==> config.mk <==
export PLATFORM = sky130hd
export DESIGN_NAME = store_rmw_unit
export DESIGN_NICKNAME = d
export VERILOG_FILES = /design/src/rtl/store_rmw_unit_pkg.sv /design/src/rtl/store_rmw_unit_merge.sv /design/src/rtl/store_rmw_unit.sv
export SDC_FILE = /design/constraint.sdc
export NUM_CORES = 1
export LEC_CHECK = 0
export BUFFER_PORTS_ARGS = -buffer_cell sky130_fd_sc_hd__buf_2
export CAP_MARGIN = 10
export CORE_ASPECT_RATIO = 1.75
export CORE_MARGIN = 1.5
export CORE_UTILIZATION = 33
export CTS_CLUSTER_SIZE = 8
export DETAILED_ROUTE_END_ITERATION = 8
export GPL_ROUTABILITY_DRIVEN = 0
export HOLD_SLACK_MARGIN = 0.02
export MAX_ROUTING_LAYER = met4
export PLACE_DENSITY = 0.63
export RECOVER_POWER = 100
export SYNTH_ARGS = -nofsm -noshare
export SYNTH_HDL_FRONTEND = slang
export SYNTH_SLANG_ARGS = --single-unit
==> constraint.sdc <==
create_clock -name clk -period 6.1 [get_ports clk]
set_input_delay 0.305 -clock clk [delete_from_list [all_inputs] [get_ports clk]]
set_output_delay 0.305 -clock clk [all_outputs]
set_load 0.02 [all_outputs]
==> src/rtl/store_rmw_unit_pkg.sv <==
// -----------------------------------------------------------------------------
// store_rmw_unit_pkg
// Shared definitions for the MEM-stage store path:
//   - mem_size_e : store/load size encodings, shared with the load-side
//                  masking unit (00 none, 01 byte, 10 halfword, 11 word)
//   - state_e    : read-modify-write sequencer states
//   - is_misaligned() : alignment check for a size / byte-offset pair
// -----------------------------------------------------------------------------
package store_rmw_unit_pkg;

  typedef enum logic [1:0] {
    MEM_NONE = 2'b00,
    MEM_BYTE = 2'b01,
    MEM_HALF = 2'b10,
    MEM_WORD = 2'b11
  } mem_size_e;

  typedef enum logic [1:0] {
    S_IDLE  = 2'b00,
    S_READ  = 2'b01,
    S_WRITE = 2'b10
  } state_e;

  // A halfword must sit on an even byte, a word on a multiple of four.
  // Bytes can never be misaligned.
  function automatic logic is_misaligned(input mem_size_e size,
                                         input logic [1:0] byte_off);
    logic mis;
    case (size)
      MEM_HALF: mis = byte_off[0];
      MEM_WORD: mis = (byte_off != 2'b00);
      default:  mis = 1'b0;
    endcase
    return mis;
  endfunction

endpackage

==> src/rtl/store_rmw_unit_merge.sv <==
// -----------------------------------------------------------------------------
// store_rmw_unit_merge
// Combinational lane merge: replaces the addressed byte or halfword of an
// existing RAM word with the right-justified store data (little-endian).
// Ports:
//   old_word_i   in  32  word currently held in the RAM
//   store_data_i in  32  store data, right-justified
//   size_i       in  2   store size (mem_size_e)
//   byte_off_i   in  2   byte offset of the store inside the word
//   merged_o     out 32  word to write back
// -----------------------------------------------------------------------------
module store_rmw_unit_merge
  import store_rmw_unit_pkg::*;
(
  input  logic [31:0] old_word_i,
  input  logic [31:0] store_data_i,
  input  mem_size_e   size_i,
  input  logic [1:0]  byte_off_i,
  output logic [31:0] merged_o
);

  // Lane replacement; lanes not written keep their old contents.
  always_comb begin
    merged_o = old_word_i;
    case (size_i)
      MEM_BYTE: begin
        case (byte_off_i)
          2'd0:    merged_o[7:0]   = store_data_i[7:0];
          2'd1:    merged_o[15:8]  = store_data_i[7:0];
          2'd2:    merged_o[23:16] = store_data_i[7:0];
          2'd3:    merged_o[31:24] = store_data_i[7:0];
          default: merged_o        = old_word_i;
        endcase
      end
      MEM_HALF: begin
        if (byte_off_i[1]) begin
          merged_o[31:16] = store_data_i[15:0];
        end else begin
          merged_o[15:0]  = store_data_i[15:0];
        end
      end
      MEM_WORD: merged_o = store_data_i;
      default:  merged_o = old_word_i;
    endcase
  end

endmodule

==> src/rtl/store_rmw_unit.sv <==
// -----------------------------------------------------------------------------
// store_rmw_unit
// MEM-stage store formatter for a word-wide data RAM without byte enables
// (1-cycle read latency). Aligned word stores write straight through in one
// cycle; byte and halfword stores run a READ -> WRITE read-modify-write
// sequence with the pipeline stalled. Misaligned stores are dropped and
// flagged.
// Ports:
//   clk         in   1       system clock, rising edge
//   reset       in   1       asynchronous, active-high reset
//   MemWriteM   in   2       store size: 00 none, 01 byte, 10 half, 11 word
//   AluOutM     in   32      byte address of the store
//   WriteDataM  in   32      store data, right-justified
//   MemRdData   in   DATA_W  RAM read data (valid cycle after a read)
//   MemEn       out  1       RAM enable
//   MemWe       out  1       RAM write enable
//   MemAddr     out  ADDR_W  RAM word address
//   MemWrData   out  DATA_W  RAM write data
//   StallM      out  1       holds IF..MEM pipeline registers
//   AlignErrM   out  1       misaligned store was dropped (this cycle)
//   DoneM       out  1       pulse the cycle after a RAM write was issued
// -----------------------------------------------------------------------------
module store_rmw_unit
  import store_rmw_unit_pkg::*;
#(
  parameter int ADDR_W = 10,
  parameter int DATA_W = 32  // fixed at 32
) (
  input  logic              clk,
  input  logic              reset,
  input  logic [1:0]        MemWriteM,
  input  logic [31:0]       AluOutM,
  input  logic [31:0]       WriteDataM,
  input  logic [DATA_W-1:0] MemRdData,
  output logic              MemEn,
  output logic              MemWe,
  output logic [ADDR_W-1:0] MemAddr,
  output logic [DATA_W-1:0] MemWrData,
  output logic              StallM,
  output logic              AlignErrM,
  output logic              DoneM
);

  state_e            state_q, state_d;
  logic [ADDR_W+1:0] addr_q, addr_d;   // latched byte address (word + lane)
  logic [DATA_W-1:0] data_q, data_d;
  mem_size_e         size_q, size_d;
  logic [DATA_W-1:0] merge_q, merge_d;
  logic              done_q, done_d;

  mem_size_e         req_size_s;
  logic              req_misaligned_s;
  logic [DATA_W-1:0] merged_s;

  logic              mem_en_s;
  logic              mem_we_s;
  logic [ADDR_W-1:0] mem_addr_s;
  logic [DATA_W-1:0] mem_wr_data_s;
  logic              stall_s;
  logic              align_err_s;

  // Address bits above the RAM range are deliberately ignored.
  logic              unused_addr_s;
  assign unused_addr_s = ^AluOutM[31:ADDR_W+2];

  assign req_size_s       = mem_size_e'(MemWriteM);
  assign req_misaligned_s = is_misaligned(req_size_s, AluOutM[1:0]);

  // The merge works on the latched request: the stalled instruction keeps
  // presenting the same data, but the latch makes the sequence independent
  // of what the pipeline drives during READ/WRITE.
  store_rmw_unit_merge u_merge (
    .old_word_i   (MemRdData),
    .store_data_i (data_q),
    .size_i       (size_q),
    .byte_off_i   (addr_q[1:0]),
    .merged_o     (merged_s)
  );

  // Next-state and RAM/pipeline control for the store sequencer.
  always_comb begin
    state_d       = state_q;
    addr_d        = addr_q;
    data_d        = data_q;
    size_d        = size_q;
    merge_d       = merge_q;
    mem_en_s      = 1'b0;
    mem_we_s      = 1'b0;
    mem_addr_s    = {ADDR_W{1'b0}};
    mem_wr_data_s = {DATA_W{1'b0}};
    stall_s       = 1'b0;
    align_err_s   = 1'b0;

    case (state_q)
      S_IDLE: begin
        if (req_misaligned_s) begin
          align_err_s = 1'b1;
        end else if (req_size_s == MEM_WORD) begin
          mem_en_s      = 1'b1;
          mem_we_s      = 1'b1;
          mem_addr_s    = AluOutM[ADDR_W+1:2];
          mem_wr_data_s = WriteDataM;
        end else if ((req_size_s == MEM_BYTE) || (req_size_s == MEM_HALF)) begin
          // Issue the RAM read now; data returns while in READ.
          addr_d     = AluOutM[ADDR_W+1:0];
          data_d     = WriteDataM;
          size_d     = req_size_s;
          mem_en_s   = 1'b1;
          mem_addr_s = AluOutM[ADDR_W+1:2];
          stall_s    = 1'b1;
          state_d    = S_READ;
        end else begin
          state_d = S_IDLE;
        end
      end

      S_READ: begin
        merge_d = merged_s;
        stall_s = 1'b1;
        state_d = S_WRITE;
      end

      // Stall released here so the pipeline advances on this same edge.
      S_WRITE: begin
        mem_en_s      = 1'b1;
        mem_we_s      = 1'b1;
        mem_addr_s    = addr_q[ADDR_W+1:2];
        mem_wr_data_s = merge_q;
        state_d       = S_IDLE;
      end

      default: begin
        state_d = S_IDLE;
      end
    endcase

    done_d = mem_en_s & mem_we_s;
  end

  // Sequencer state, request latches, merge register and done pulse.
  always_ff @(posedge clk or posedge reset) begin
    if (reset) begin
      state_q <= S_IDLE;
      addr_q  <= {(ADDR_W+2){1'b0}};
      data_q  <= {DATA_W{1'b0}};
      size_q  <= MEM_NONE;
      merge_q <= {DATA_W{1'b0}};
      done_q  <= 1'b0;
    end else begin
      state_q <= state_d;
      addr_q  <= addr_d;
      data_q  <= data_d;
      size_q  <= size_d;
      merge_q <= merge_d;
      done_q  <= done_d;
    end
  end

  // Control strobes are masked by reset directly: in IDLE they follow the
  // live request, which could otherwise reach the RAM while reset is held.
  assign MemEn     = mem_en_s    & ~reset;
  assign MemWe     = mem_we_s    & ~reset;
  assign StallM    = stall_s     & ~reset;
  assign AlignErrM = align_err_s & ~reset;
  assign MemAddr   = mem_addr_s;
  assign MemWrData = mem_wr_data_s;
  assign DoneM     = done_q;

endmodule

==> results of run 1 <==
-- timing repair --
item | 4_1_cts | 5_1_grt
hold endpoints to repair | 1 | 0
setup endpoints to repair | 0 | 0
setup buffers | 0 | 0
hold buffers | 1 | 0
-- sequential cells by signal, summed over array words and instances, names as in the netlist --
name	flops
size_q	2
merge_q	32
addr_q	12
state_q	2
DoneM	1
data_q	32
-- through the flow --
step / util / hold slack [ns] / power (mW) / worst slack (ns)
CTS: 0.419 / 0.188 / 2.39 / 3.03
global placement: 0.395 / 0.185 / 1.77 / 3.37
detailed placement: 0.395 / 0.187 / 1.81 / 3.32
floorplan: - / 0.440 / 1.54 / 3.71
global route: 0.413 / 0.195 / 2.50 / 1.47
finish: 0.413 / 0.197 / 2.36 / 1.82
-- placed cells by master (no fill, tap or decap), types with 6 or more instances in the layout --
cell,Yosys,final
nand2b_1,11,11
o41ai_1,8,8
o22ai_1,8,8
o221ai_1,8,8
mux2i_1,9,9
inv_1,7,6
or3_1,8,8
buf_2,8,80
a222oi_1,8,8
a21oi_1,44,44
nand3_1,8,8
clkbuf_1,16,51
a21o_1,8,8
a211oi_1,8,9
mux2_2,17,17
nor2_1,36,36
mux2_1,28,28
a22o_1,41,41
dfrtp_1,81,81
clkbuf_16,0,9
nand2_1,18,18
o21ai_0,9,9
-- worst paths after layout --
check | to | startpoint | depth (start not counted) | slack (ns)
worst max-delay path | data_q[26]$_DFFE_PP0P_ | state_q[1]$_DFFE_PP0P_ | 4 | 1.82
worst min-delay path | addr_q[6]$_DFFE_PP0P_ | AluOutM[6] | 2 | 0.20
worst max register to register | data_q[26]$_DFFE_PP0P_ | state_q[1]$_DFFE_PP0P_ | 4 | 1.82
worst min register to register | merge_q[7]$_DFFE_PP0P_ | merge_q[7]$_DFFE_PP0P_ | 2 | 0.49
max in group asynchronous | merge_q[25]$_DFFE_PP0P_ | reset | 4 | 4.48
min in group asynchronous | DoneM$_DFF_PP0_ | reset | 3 | 0.44
-- per-layer routing --
metal | global-route usage | part of all wire | vias to the layer above
li1 | - | - | 1804
met1 | 0.207 | 0.38 | 1946
met2 | 0.338 | 0.53 | 144
met3 | 0.0283 | 0.048 | 35
met4 | 0.111 | 0.042 | 0
met5 | - | 0 | -
-- where the power goes --
group          switching (mW)  leakage (nW)  total [mW]  internal (mW)
clock network           0.209         0.153       0.576          0.367
registers               0.226         0.943       0.982          0.756
logic                   0.454          1.19       0.803          0.349
total                   0.890          2.29        2.36           1.47
-- cell families (layout without fill, tap and decap cells) --
kind of cell	count (synthesis)	count (layout)	synth area share
XOR/XNOR	1	1	0.00198
flip-flops	81	81	0.459
AND/OR/NAND/NOR	92	92	0.105
adder cells (fa/ha/maj)	2	2	0.00566
buffers and inverters	40	154	0.0456
other	0	2	0
multiplexers	54	54	0.135
AO/OA/AOI/OAI	151	151	0.249
-- final cells by class --
cell class	instances	area, sq um
flip-flops and latches	81	2030
multi-input cells	300	2170
diodes	2	5.00
clock inverters	3	65.1
well taps	171	214
inverters	7	27.5
clock buffers	12	246
repair buffers	132	609
fillers	1314	7640
==> impl_metrics.tcl, run 1 <==
set metrics [dict create \
    outcome "finished with violations" \
    violations "capacitance limit, slew limit" \
    ys_top_cells_by_count "81 x dfrtp_1, 44 x a21oi_1, 41 x a22o_1, 36 x nor2_1, 28 x mux2_1" \
    netlist_instances 421 \
    synth_top_cell_area_share 0.459 \
    cp.arrival_ns 4.50 \
    synthesis.area_sq_um 4420 \
    path_cells "or2_0 > nor4_1 > clkbuf_1 > mux2_2" \
    synth_edf_count 0 \
    first_pass_iters 5 \
    period_needed_ns 4.28 \
    dieArea_sq_um 14100 \
    maxCapViolations 2 \
    area_delta_synth_final_pct 21.5 \
    dpl-instance-area_sq_um 5130 \
    required_ns 6.31 \
    rsz0062_at_grt "false" \
    portBuffers 126 \
    initialDrtViolationCount 326 \
    path_delay_family "buffers and inverters" \
    slew_violations 83 \
    grt_pass1_vias 3896 \
    synthesis.nets 523 \
    drcViolationCount 0 \
    antenna_found_initial 2 \
    yosysMostFrequentCell "dfrtp_1" \
    dieHeight_um 156 \
    core.rowCount 55 \
    finalCritPeriodShare 0.702 \
    max_freq_mhz 233 \
    clockBufferDepth 2 \
    p_per_area_nw_per_um2 440 \
    dp_cells 690 \
    ys_types 43 \
    ys.flop_type "dfrtp_1" \
    ctsResizeCount 0 \
    stdcell_count 708 \
    start_kind "register" \
    clockRootBuffer "clkbuf_16" \
    dp_hpwl_mm 9.79 \
    cp.buffers_inverters 1 \
    synth_area_leaders "dfrtp_1 46%, a22o_1 8.1%, mux2_1 7.1%" \
    slew_headroom -0.587 \
    dieWidth_um 90.5 \
    finalInstanceArea_sq_um 5370 \
    skew_ns 0.00969 \
    num_io_pins 147 \
    cp_max_fo 40 \
    synth_top_area_cell "dfrtp_1" \
    coreArea_sq_um 13000 \
    end_kind "register" \
    crit_path_top_delay_cell "clkbuf_1" \
    initial_utilization 0.340 \
    synth_seq_area_share 0.459 \
    criticalPathCategory "register to register" \
    grt_usage 0.194 \
    syn_area_per_cell_sq_um 10.5 \
    grt_pass1_wl_mm 20.6 \
    async_flop_share 1.00 \
    via_count 3929 \
    post_drt_wl_per_cell_um 18.9 \
    hold_violations 0 \
    setup_tns_ns 0 \
    cpPeakStageDelay_ns 1.77 \
    finalSetupViolCount 0 \
    cts.sinks 81 \
    grt_max_degree 81 \
    vdd_drop_max_v 0.000179 \
    drtAntennaViolNets 0 \
    synth-seq-cells 81 \
    yosys_warnings 0 \
    grt.overflow.total 0 \
    p_leak_nw 2.29 \
    viasPerCell 5.55 \
    drive_above_1_share 0.222 \
    worstMarginPinSlew_ns 2.38 \
    nets 633 \
    clock_latency_ns 0.34 \
    min_path_type "input port to register" \
    clk_pin_slew_ns 0.06 \
    wl_mm 13.4 \
    numCtsBuffers 9 \
    htree_levels 3 \
    cts_tree "done" \
]
Power figures use the tool's default switching activity.
==> run 2, diff against run 1 <==
Clock period 6.1 ns to 4.1 ns, I/O delays scaled along.
==> impl_metrics.tcl, run 2 (synthesis results as in run 1) <==
set metrics [dict create \
    outcome "finished with violations" \
    violations "capacitance limit, slew limit" \
    drtAntennaViolNets 0 \
    antenna_found_initial 1 \
    p_per_area_nw_per_um2 633 \
    end_kind "output pin" \
    criticalPathCategory "register to output pin" \
    finalInstanceArea_sq_um 5310 \
    ctsResizeCount 0 \
    dieArea_sq_um 14100 \
    min_path_type "input port to register" \
    area_delta_synth_final_pct 20.2 \
    core.rowCount 55 \
    finalCritPeriodShare 0.806 \
    dpl-instance-area_sq_um 5130 \
    path_cells "or2_2 > nor4_4 > clkbuf_1 > a22o_1 > clkbuf_1" \
    cts_tree "done" \
    nets 633 \
    htree_levels 3 \
    postCtsHoldBufs 1 \
    drcViolationCount 0 \
    p_leak_nw 2.27 \
    required_ns 3.89 \
    maxCapViolations 1 \
    skew_ns 0.00645 \
    coreArea_sq_um 13000 \
    grt.overflow.total 0 \
    grt_usage 0.196 \
    num_io_pins 147 \
    viasPerCell 5.44 \
    worstMarginPinSlew_ns 1.54 \
    clockBufferDepth 2 \
    portBuffers 126 \
    path_common_cell "clkbuf_1" \
    startpoint "state_q[0]$_DFFE_PP0P_" \
    cp.arrival_ns 3.10 \
    regArea_sq_um 2030 \
    drive_above_1_share 0.230 \
    layout_common_cells "81 x dfrtp_1, 81 x buf_2, 47 x clkbuf_1" \
    start_kind "register" \
    reg2reg_from "state_q[0]$_DFFE_PP0P_" \
    clock_latency_ns 0.34 \
    vdd_drop_max_v 0.000226 \
    cts.sinks 81 \
    max_freq_mhz 303 \
    dieWidth_um 90.5 \
    rsz0062_at_grt "false" \
    crit_path_top_delay_cell "nor4_4" \
    grt_max_degree 49 \
    multi_input_area_sq_um 2170 \
    cp_max_fo 18 \
    initial_utilization 0.340 \
    hold_violations 0 \
    slew_violations 35 \
    grt_pass1_vias 3991 \
    clockRootBuffer "clkbuf_16" \
    power_mw 3.36 \
    hold_path_startpoint "AluOutM[6]" \
    fill_cells 1322 \
    dp_hpwl_mm 9.86 \
    grt_pass1_wl_mm 20.9 \
    post-cts-setup-buffers 0 \
    initialDrtViolationCount 273 \
    setup_tns_ns 0 \
    pre_cts_slack_ns 1.51 \
    cpPeakStageDelay_ns 0.76 \
    slew_headroom -0.0348 \
    fin_ws_ns 0.796 \
    wl_mm 13.3 \
    via_count 3838 \
    post_drt_wl_per_cell_um 18.9 \
    numCtsBuffers 9 \
    period_needed_ns 3.30 \
    holdWs_ns 0.102 \
    clk_pin_slew_ns 0.06 \
    dieHeight_um 156 \
    largest_registers "data_q: 32 flops, merge_q: 32 flops, addr_q: 12 flops" \
    finalSetupViolCount 0 \
    first_pass_iters 5 \
]
run 2: cell type report:
class / instances / share of cell area
multi-input cells: 300 / 0.409
clock buffers: 10 / 0.0431
well taps: 171 / 0.0403
inverters: 7 / 0.00518
diodes: 1 / 0.000471
flip-flops and latches: 81 / 0.382
clock inverters: 4 / 0.00424
repair buffers: 132 / 0.116
run 2: through the flow:
stage / std cells / utilization
global route: 706 / 0.408
detailed placement: 690 / 0.395
CTS: 705 / 0.415
floorplan: 421 / -
global placement: 690 / 0.395
finish: 706 / 0.408
run 2: path summary, 6_finish.rpt:
path,slack (ns),endpoint,cells past startpoint
max,0.80,MemWrData[7],5
min,0.10,addr_q[6]$_DFFE_PP0P_,2
max reg2reg,1.02,data_q[18]$_DFFE_PP0P_,4
min reg2reg,0.48,merge_q[2]$_DFFE_PP0P_,2
max in group asynchronous,1.40,data_q[23]$_DFFE_PP0P_,4
min in group asynchronous,0.85,data_q[1]$_DFFE_PP0P_,3
run 2: critical path, delay by kind of cell, from the launching register on:
| kind | cells | cell delay, ns |
|---|---|---|
| simple gates | 2 | 1.12 |
| buf+inv | 2 | 0.96 |
| flops | 1 | 0.44 |
| compound gates | 1 | 0.23 |
run 2: routing by layer:
layer  GRT usage  vias to the layer above  wire (um)
met1       0.212                     1877       5110
met2       0.341                      125       7100
met4       0.111                        0        520
li1            -                     1807          -
met5           -                        -          0
met3      0.0268                       29        590
run 2: report_power, final:
group | internal, mW | total, mW | leakage (nW) | switching, mW
Sequential | 1.12 | 1.47 | 0.943 | 0.344
Combinational | 0.516 | 1.19 | 1.20 | 0.672
Clock | 0.400 | 0.704 | 0.124 | 0.304
Total | 2.04 | 3.36 | 2.27 | 1.32
